--- config.mk ---
export PLATFORM = sky130hd
export DESIGN_NAME = dfr_output_classifier
export DESIGN_NICKNAME = d
export VERILOG_FILES = /design/src/rtl/dfr_output_classifier.sv
export SDC_FILE = /design/constraint.sdc
export NUM_CORES = 1
export LEC_CHECK = 0
export ABC_AREA = 0
export BUFFER_PORTS_ARGS = -buffer_cell sky130_fd_sc_hd__buf_2
export CAP_MARGIN = 15
export CORE_MARGIN = 1
export CORE_UTILIZATION = 58
export DETAILED_ROUTE_END_ITERATION = 10
export GPL_TIMING_DRIVEN = 0
export PLACE_DENSITY_LB_ADDON = 0.05
export REMOVE_ABC_BUFFERS = 1
export SYNTH_ARGS = -nofsm -noshare
export SYNTH_HDL_FRONTEND = slang
export SYNTH_SLANG_ARGS = --single-unit
--- constraint.sdc ---
create_clock -name clk -period 5.7 [get_ports clk]
set_input_delay 0.57 -clock clk [delete_from_list [all_inputs] [get_ports clk]]
set_output_delay 0.57 -clock clk [all_outputs]
set_load 0.05 [all_outputs]
--- src/rtl/dfr_output_classifier.sv ---
// Scans the DFR output memory and writes the signed argmax of each sample's
// class scores, together with the winning score, into the class-result RAM.
module dfr_output_classifier #(
  parameter int ADDR_WIDTH  = 14,
  parameter int DATA_WIDTH  = 32,
  parameter int NUM_SAMPLES = 100,
  parameter int NUM_CLASSES = 10,
  parameter int CLASS_WIDTH = 4
) (
  input  logic                   clk,
  input  logic                   rst,
  input  logic                   start,
  output logic                   busy,
  output logic                   done,
  output logic [ADDR_WIDTH-1:0]  score_addr,
  input  logic [DATA_WIDTH-1:0]  score_data,
  output logic [ADDR_WIDTH-1:0]  class_addr,
  output logic [CLASS_WIDTH-1:0] class_data,
  output logic [DATA_WIDTH-1:0]  class_score,
  output logic                   class_wen
);

  localparam logic [1:0] S_IDLE  = 2'd0;
  localparam logic [1:0] S_RUN   = 2'd1;
  localparam logic [1:0] S_DRAIN = 2'd2;
  localparam logic [1:0] S_DONE  = 2'd3;

  localparam logic [ADDR_WIDTH-1:0]  LAST_ADDR  = ADDR_WIDTH'(NUM_SAMPLES * NUM_CLASSES - 1);
  localparam logic [CLASS_WIDTH-1:0] LAST_CLASS = CLASS_WIDTH'(NUM_CLASSES - 1);

  logic [1:0]             state;
  logic [ADDR_WIDTH-1:0]  rd_cnt;
  logic [CLASS_WIDTH-1:0] iss_cls;
  logic [ADDR_WIDTH-1:0]  iss_smp;
  logic                   rv;
  logic [CLASS_WIDTH-1:0] rv_cls;
  logic [ADDR_WIDTH-1:0]  rv_smp;
  logic [DATA_WIDTH-1:0]  best_score;
  logic [CLASS_WIDTH-1:0] best_idx;
  logic [DATA_WIDTH-1:0]  cand_score;
  logic [CLASS_WIDTH-1:0] cand_idx;
  logic                   last_of_sample;

  // Issue side: one read address per cycle, (sample, class) tracked alongside.
  always_ff @(posedge clk or posedge rst) begin
    if (rst) begin
      state   <= S_IDLE;
      rd_cnt  <= '0;
      iss_cls <= '0;
      iss_smp <= '0;
    end else begin
      case (state)
        S_IDLE: begin
          if (start) begin
            state   <= S_RUN;
            rd_cnt  <= '0;
            iss_cls <= '0;
            iss_smp <= '0;
          end
        end
        S_RUN: begin
          rd_cnt <= rd_cnt + 1'b1;
          if (iss_cls == LAST_CLASS) begin
            iss_cls <= '0;
            iss_smp <= iss_smp + 1'b1;
          end else begin
            iss_cls <= iss_cls + 1'b1;
          end
          if (rd_cnt == LAST_ADDR) state <= S_DRAIN;
        end
        // With at least two classes, the only write seen here is the final one.
        S_DRAIN: if (class_wen) state <= S_DONE;
        S_DONE:  state <= S_IDLE;
        default: state <= S_IDLE;
      endcase
    end
  end

  // Tag the returning read data: the RAM answers one cycle after the address.
  always_ff @(posedge clk or posedge rst) begin
    if (rst) begin
      rv     <= 1'b0;
      rv_cls <= '0;
      rv_smp <= '0;
    end else begin
      rv     <= (state == S_RUN);
      rv_cls <= iss_cls;
      rv_smp <= iss_smp;
    end
  end

  always_comb begin
    cand_score = best_score;
    cand_idx   = best_idx;
    if (rv_cls == '0) begin
      cand_score = score_data;
      cand_idx   = '0;
    end else if ($signed(score_data) > $signed(best_score)) begin
      cand_score = score_data;
      cand_idx   = rv_cls;
    end
  end

  assign last_of_sample = rv && (rv_cls == LAST_CLASS);

  always_ff @(posedge clk or posedge rst) begin
    if (rst) begin
      best_score  <= '0;
      best_idx    <= '0;
      class_wen   <= 1'b0;
      class_addr  <= '0;
      class_data  <= '0;
      class_score <= '0;
    end else begin
      if (rv) begin
        best_score <= cand_score;
        best_idx   <= cand_idx;
      end
      class_wen <= last_of_sample;
      if (last_of_sample) begin
        class_addr  <= rv_smp;
        class_data  <= cand_idx;
        class_score <= cand_score;
      end
    end
  end

  assign score_addr = (state == S_RUN) ? rd_cnt : '0;
  assign busy       = (state == S_RUN) || (state == S_DRAIN);
  assign done       = (state == S_DONE);

endmodule
==> impl_metrics.csv, run 1 <==
group,metric,value,unit
floorplanning,row_count,40,
finish,antenna_cells,0,
flow_run,cap_violations,0,
setup_path,cp_top_family,"compound AO/OA/AOI/OAI gates",
timing,fmax,268.0,MHz
detailed_routing,num_vias,5432,
detailed_routing,top_layer,"met4",
clock_network,cts_tree,"built",
synth,ys_ff_latch,140,
placed_design,gp_congestion,0.7637,
floorplanning,die_width,112.5,um
pwr,p_int,1.671,mW
synth,yosys.area.top_type,"dfrtp_1",
synth,syn_avg_cell_area,10.37,um^2
synth,seq_area_frac_synth,49.44,%
setup_path,slowest_delay,0.59,ns
detailed_routing,dr.pass1.iters,5,
synth,synth_area_leaders,"dfrtp_1 (49%), ha_1 (7.2%), mux2_4 (6.4%), nand2_1 (6.0%), a221o_1 (4.5%)",
floorplanning,start_util,59.24,%
synth,synth_top_area_share,49.44,%
detailed_routing,initialDrtViolationCount,343,
clock_network,clock_path_buffers,2,
setup_path,cp-start-kind,"flop",
placed_design,hpwl,10210,um
status,status,"complete, no violations",
detailed_routing,met3WireLength,612,um
detailed_routing,route.met2.wl,7548,um
timing,setup_viol,0,
pwr,cellLeakagePower,3.947,nW
pwr,ir_drop,240.7,uV
pwr,p_sw,562.1,uW
clock_network,cts_hold_buf,0,
grt,grt_first_pass_wirelength,25950,um
setup_path,path_class,"reg -> reg",
timing,min_period_over_period,65.46,%
floorplanning,core_area,11960,um^2
detailed_routing,drtAntennaViolNets,0,
synth,syn_area,7086,um^2
floorplanning,pin_count,102,
synth,yosys-top-cells-count,"dfrtp_1 (140), nand2_1 (114), and2_1 (45)",
setup_path,cp_max_fo,24,
pwr,power_frac_clock,47.9,%
finish,fin_nets,856,
finish,area_growth,18.91,%
timing,fin_skew,0.01156,ns
synth,yosysWarnings,0,
synth,yosysMostFrequentCell,"dfrtp_1",
timing,slew_headroom,40.43,%
clock_network,cts_setup_buffers,0,
finish,drive_gt1_share,23.71,%
placed_design,dp_cells,908,
setup_path,critPathSlowestCell,"o21a_1",
pwr,seqPwrFrac,45.3,%
timing,finalCriticalPeriod,3.731,ns
pwr,p_per_area,265.1,nW/um^2
detailed_routing,via_per_inst,5.779,
timing,slew_viol_final,0,
synth,synth_cell_type_count,46,
detailed_routing,met1_length,6917,um
grt,grt.overflow.total,0,
detailed_routing,wl,15230,um
setup_path,ff2ff_setup_slack,1.97,ns
pwr,pwr-share-comb,6.8,%
setup_path,cp.required,6.01,ns
setup_path,end_kind,"flop",
clock_network,cts_buffers,17,
clock_network,cts-root-buf,"clkbuf_16",
clock_network,cts_sinks,140,
timing,finalHoldViolCount,0,
timing,worstMarginPinSlew,0.8687,ns
pwr,power,2.233,mW
timing,rsz0062_at_grt,"false",
floorplanning,die_h,112.5,um
grt,grt_max_degree,97,
synth,synth_edf_count,0,
synth,ys_async_sr_fraction,100.0,%
grt,antenna_found_initial,0,
min_path,min-delay-path-class,"in -> async",
floorplanning,die-area,12660,um^2
grt,grtUsageTotal,25.98,%
clock_network,path_clk_slew,0.06,ns
synth,synthCells,683,
clock_network,htree_levels,4,
placed_design,port-buffer-count,101,
detailed_routing,route.detailed.drc,0,
clock_network,cts.repair.resized,0,
setup_path,arrival,4.04,ns
clock_network,clk_latency,0.42,ns
setup_path,path_buf_inv,3,
pwr,switching_share,25.17,%
grt,grt_pass1_vias,5342,
detailed_routing,wire_per_inst,16.20,um
finish,final_cell_count_no_fill,940,
synth,ys.flop_type,"dfrtp_1",
setup_path,cp_cell_sequence,"inv_1 > ha_1 > nand4_2 > nor4_2 > a22oi_1 > o211ai_1 > o21a_1 > buf_16 > o31a_2 > buf_12 > mux2_4",
-- cells in the final DEF (no fill, tap or decap), types with 16 or more instances in the layout --
cell / netlist / layout
clkbuf_16: 0 / 17
nand4_1: 16 / 16
o21ai_0: 18 / 18
and2_1: 45 / 45
ha_1: 41 / 41
a21oi_1: 20 / 20
nor2_1: 30 / 28
mux2_4: 30 / 30
dfrtp_1: 140 / 140
nor4_1: 32 / 31
buf_2: 1 / 101
nand2_1: 114 / 114
inv_1: 40 / 38
a221o_1: 32 / 32
-- logic make-up (layout without fill, tap and decap cells) --
logic type	Yosys count	in the layout	share of synthesized area, %
buffers and inverters	76	186	4.362
AND/OR/NAND/NOR	276	276	19.30
multiplexers	34	34	6.975
adder cells (fa/ha/maj)	41	41	7.240
flip-flops	140	140	49.44
AO/OA/AOI/OAI	97	97	10.33
XOR/XNOR	19	19	2.349
-- power by group through the flow --
stage          registers [mW]  clock network [mW]  logic (mW)
3_5_place_dp             1.03                   0       0.154
6_report                 1.01                1.07       0.152
5_1_grt                  1.01                1.12       0.168
4_1_cts                  1.01                1.09       0.155
3_3_place_gp             1.03                   0       0.144
2_1_floorplan            1.07                   0      0.0567
-- path summary, 6_finish.rpt --
| path | endpoint | start | cells after the start |
|---|---|---|---|
| worst min register to register | rv_smp[10] | iss_smp[10] | 0 |
| max in group asynchronous | rv_cls[3] | rst | 3 |
| worst max-delay path | best_score[3] | best_score[31] | 11 |
| worst max register to register | best_score[3] | best_score[31] | 11 |
| min in group clk | rv_smp[10] | iss_smp[10] | 0 |
| worst min-delay path | class_score[10] | rst | 2 |
-- layout make-up --
cell class	count	area (um^2)
Sequential cell	140	3503
Multi-Input combinational cell	467	3291
Clock inverter	14	135.1
Timing Repair Buffer	114	718.2
Clock buffer	18	439.2
Inverter	40	155.1
Fill cell	913	3536
Tap cell	147	183.9
-- sequential cells by signal, summed over array words and instances (netlist names), 2 cells and up --
register	cells
best_score	32
class_score	32
class_addr	14
iss_smp	14
rd_cnt	14
rv_smp	14
best_idx	4
class_data	4
iss_cls	4
rv_cls	4
state	2
-- metrics by stage --
stage	area (um^2)	worst slack, ns	setup TNS, ns	hold slack, ns	util, %
2_1_floorplan	6927	0.7436	0	0.3718	-
4_1_cts	8426	1.952	0	0.1707	70.44
3_5_place_dp	7851	1.658	0	0.3921	65.64
3_3_place_gp	7616	-1.742	-82.22	0.3838	63.67
6_report	8426	1.969	0	0.1587	70.44
5_1_grt	8426	1.729	0	0.1825	70.44
-- layer usage --
metal | GRT usage [%] | up-vias
li1 | - | 2614
met5 | 0 | -
met2 | 42.90 | 126
met3 | 5.346 | 15
met4 | 9.956 | 0
met1 | 33.91 | 2677
Note: power is estimated with default switching activity, not from simulation.
==> inputs of run 2 (changes only) <==
CORE_UTILIZATION = 52   (was 58)
clock period = 3.15 ns   (was 5.7 ns; I/O delays follow)
==> run 2 against run 1 <==
  * Hold slack worse by 0.0040 ns
  * Critical path type unchanged
  * Highest routed layer unchanged
  * Clock-buffer cell count stayed put
  * Setup slack worse by 1.9 ns
  * Power is 86% higher
  * Design area is 3.2% higher
==> impl_metrics.csv, run 2 (same netlist as run 1, synthesis figures left out) <==
group,metric,value,unit
timing,worstMarginPinSlew,0.9448,ns
floorplanning,pin_count,102,
timing,setup_slack,0.06838,ns
grt,grt.overflow.total,0,
detailed_routing,wl,16250,um
pwr,ir_drop,379.9,uV
detailed_routing,route.met2.wl,8146,um
grt,grt_max_degree,92,
timing,finalHoldViolCount,0,
min_path,hold_depth,2,
finish,area_growth,22.69,%
timing,hold_slack,0.1547,ns
timing,fmax,324.5,MHz
placed_design,place_ws,-0.8962,ns
floorplanning,die-area,14100,um^2
clock_network,path_clk_slew,0.06,ns
clock_network,cts-root-buf,"clkbuf_16",
finish,layout_common_cells,"dfrtp_1 (140), nand2_1 (114), buf_2 (101)",
clock_network,cts_buffers,17,
timing,min_period_over_period,97.83,%
detailed_routing,initialDrtViolationCount,254,
setup_path,rr_worst_depth,11,
finish,final_cell_count_no_fill,980,
finish,antenna_cells,0,
placed_design,place_area,7876,um^2
floorplanning,die_width,118.7,um
detailed_routing,wire_per_inst,16.58,um
detailed_routing,met3WireLength,589,um
detailed_routing,drtAntennaViolNets,0,
floorplanning,die_h,118.7,um
grt,grtUsageTotal,24.08,%
finish,final_common_cell,"dfrtp_1",
detailed_routing,dr.pass1.iters,4,
timing,setup_viol,0,
timing,fin_setup_tns,0,ns
grt,grt_first_pass_wirelength,26960,um
finish,n_fill_cell,1118,
timing,slew_viol_final,0,
detailed_routing,via_per_inst,5.562,
detailed_routing,met1_length,7263,um
clock_network,cts_sinks,140,
finish,fin_nets,867,
pwr,p_per_area,477.9,nW/um^2
finish,finalInstanceArea,8693,um^2
setup_path,arrival,3.38,ns
floorplanning,start_util,53.51,%
detailed_routing,num_vias,5451,
floorplanning,row_count,42,
setup_path,end_kind,"flop",
status,status,"complete, no violations",
setup_path,cp.required,3.45,ns
detailed_routing,route.detailed.drc,0,
timing,slew_headroom,35.21,%
clock_network,clk_latency,0.42,ns
setup_path,cp-start-kind,"flop",
setup_path,path_class,"reg -> reg",
floorplanning,core_area,13240,um^2
finish,drive_gt1_share,25.87,%
clock_network,cts_tree,"built",
placed_design,dp_cells,936,
detailed_routing,top_layer,"met4",
flow_run,cap_violations,0,
clock_network,htree_levels,4,
timing,fin_skew,0.007099,ns
finish,fin_util,65.65,%
pwr,power,4.154,mW
placed_design,port-buffer-count,101,
placed_design,gp_congestion,0.7933,
setup_path,cp_max_fo,19,
pwr,cellLeakagePower,4.035,nW
grt,antenna_found_initial,0,
clock_network,clock_path_buffers,2,
timing,finalCriticalPeriod,3.082,ns
placed_design,hpwl,10490,um
grt,grt_pass1_vias,5461,
finish,reg_top3,"best_score x32, class_score x32",
min_path,min-delay-path-class,"in -> reg",
run 2: what timing repair did:
action,CTS,global route
hold buffers,1,0
endpoints found under the setup margin,78,68
buffers inserted,7,2
pin swaps,4,4
gates cloned,1,2
hold endpoints to repair,49,0
gates resized for setup,6,12
run 2: report_power, final:
part,total (mW),switching (mW),internal [mW]
Sequential,1.83,0.0109,1.82
Combinational,0.293,0.204,0.0896
Clock,2.03,0.828,1.20
Total,4.15,1.04,3.11
run 2: final timing paths:
kind,endpoint,start,slack (ns)
max in group asynchronous,rv_cls[3],rst,1.84
min,best_score[5],score_data[5],0.15
min reg2reg,rv_smp[13],iss_smp[13],0.40
max,best_score[31],best_score[31],0.07
min in group asynchronous,class_addr[7],rst,0.50
max reg2reg,best_score[31],best_score[31],0.07
run 2: worst max-delay path: stages (launching register included):
cell	delay, ns
dfrtp_1	0.38
inv_1	0.09
ha_4	0.33
nand4_2	0.18
nor4_4	0.37
a22oi_1	0.14
o211ai_1	0.16
buf_4	0.19
o21a_4	0.30
o31a_4	0.27
clkbuf_16	0.20
mux2_2	0.34
run 2: cell type report:
| cell class | count | area (um^2) | share of cell area [%] |
|---|---|---|---|
| well taps | 176 | 220.2 | 2.533 |
| inverters | 40 | 155.1 | 1.785 |
| clock buffers | 18 | 439.2 | 5.052 |
| clock inverters | 14 | 158.9 | 1.828 |
| flip-flops and latches | 140 | 3503 | 40.30 |
| repair buffers | 124 | 819.5 | 9.427 |
| multi-input cells | 468 | 3397 | 39.08 |
run 2: routing by layer:
layer / up-vias / GRT usage (%)
met1: 2695 / 31.33
met2: 105 / 39.95
met4: 0 / 7.911
met3: 21 / 5.164
li1: 2630 / -
met5: - / 0
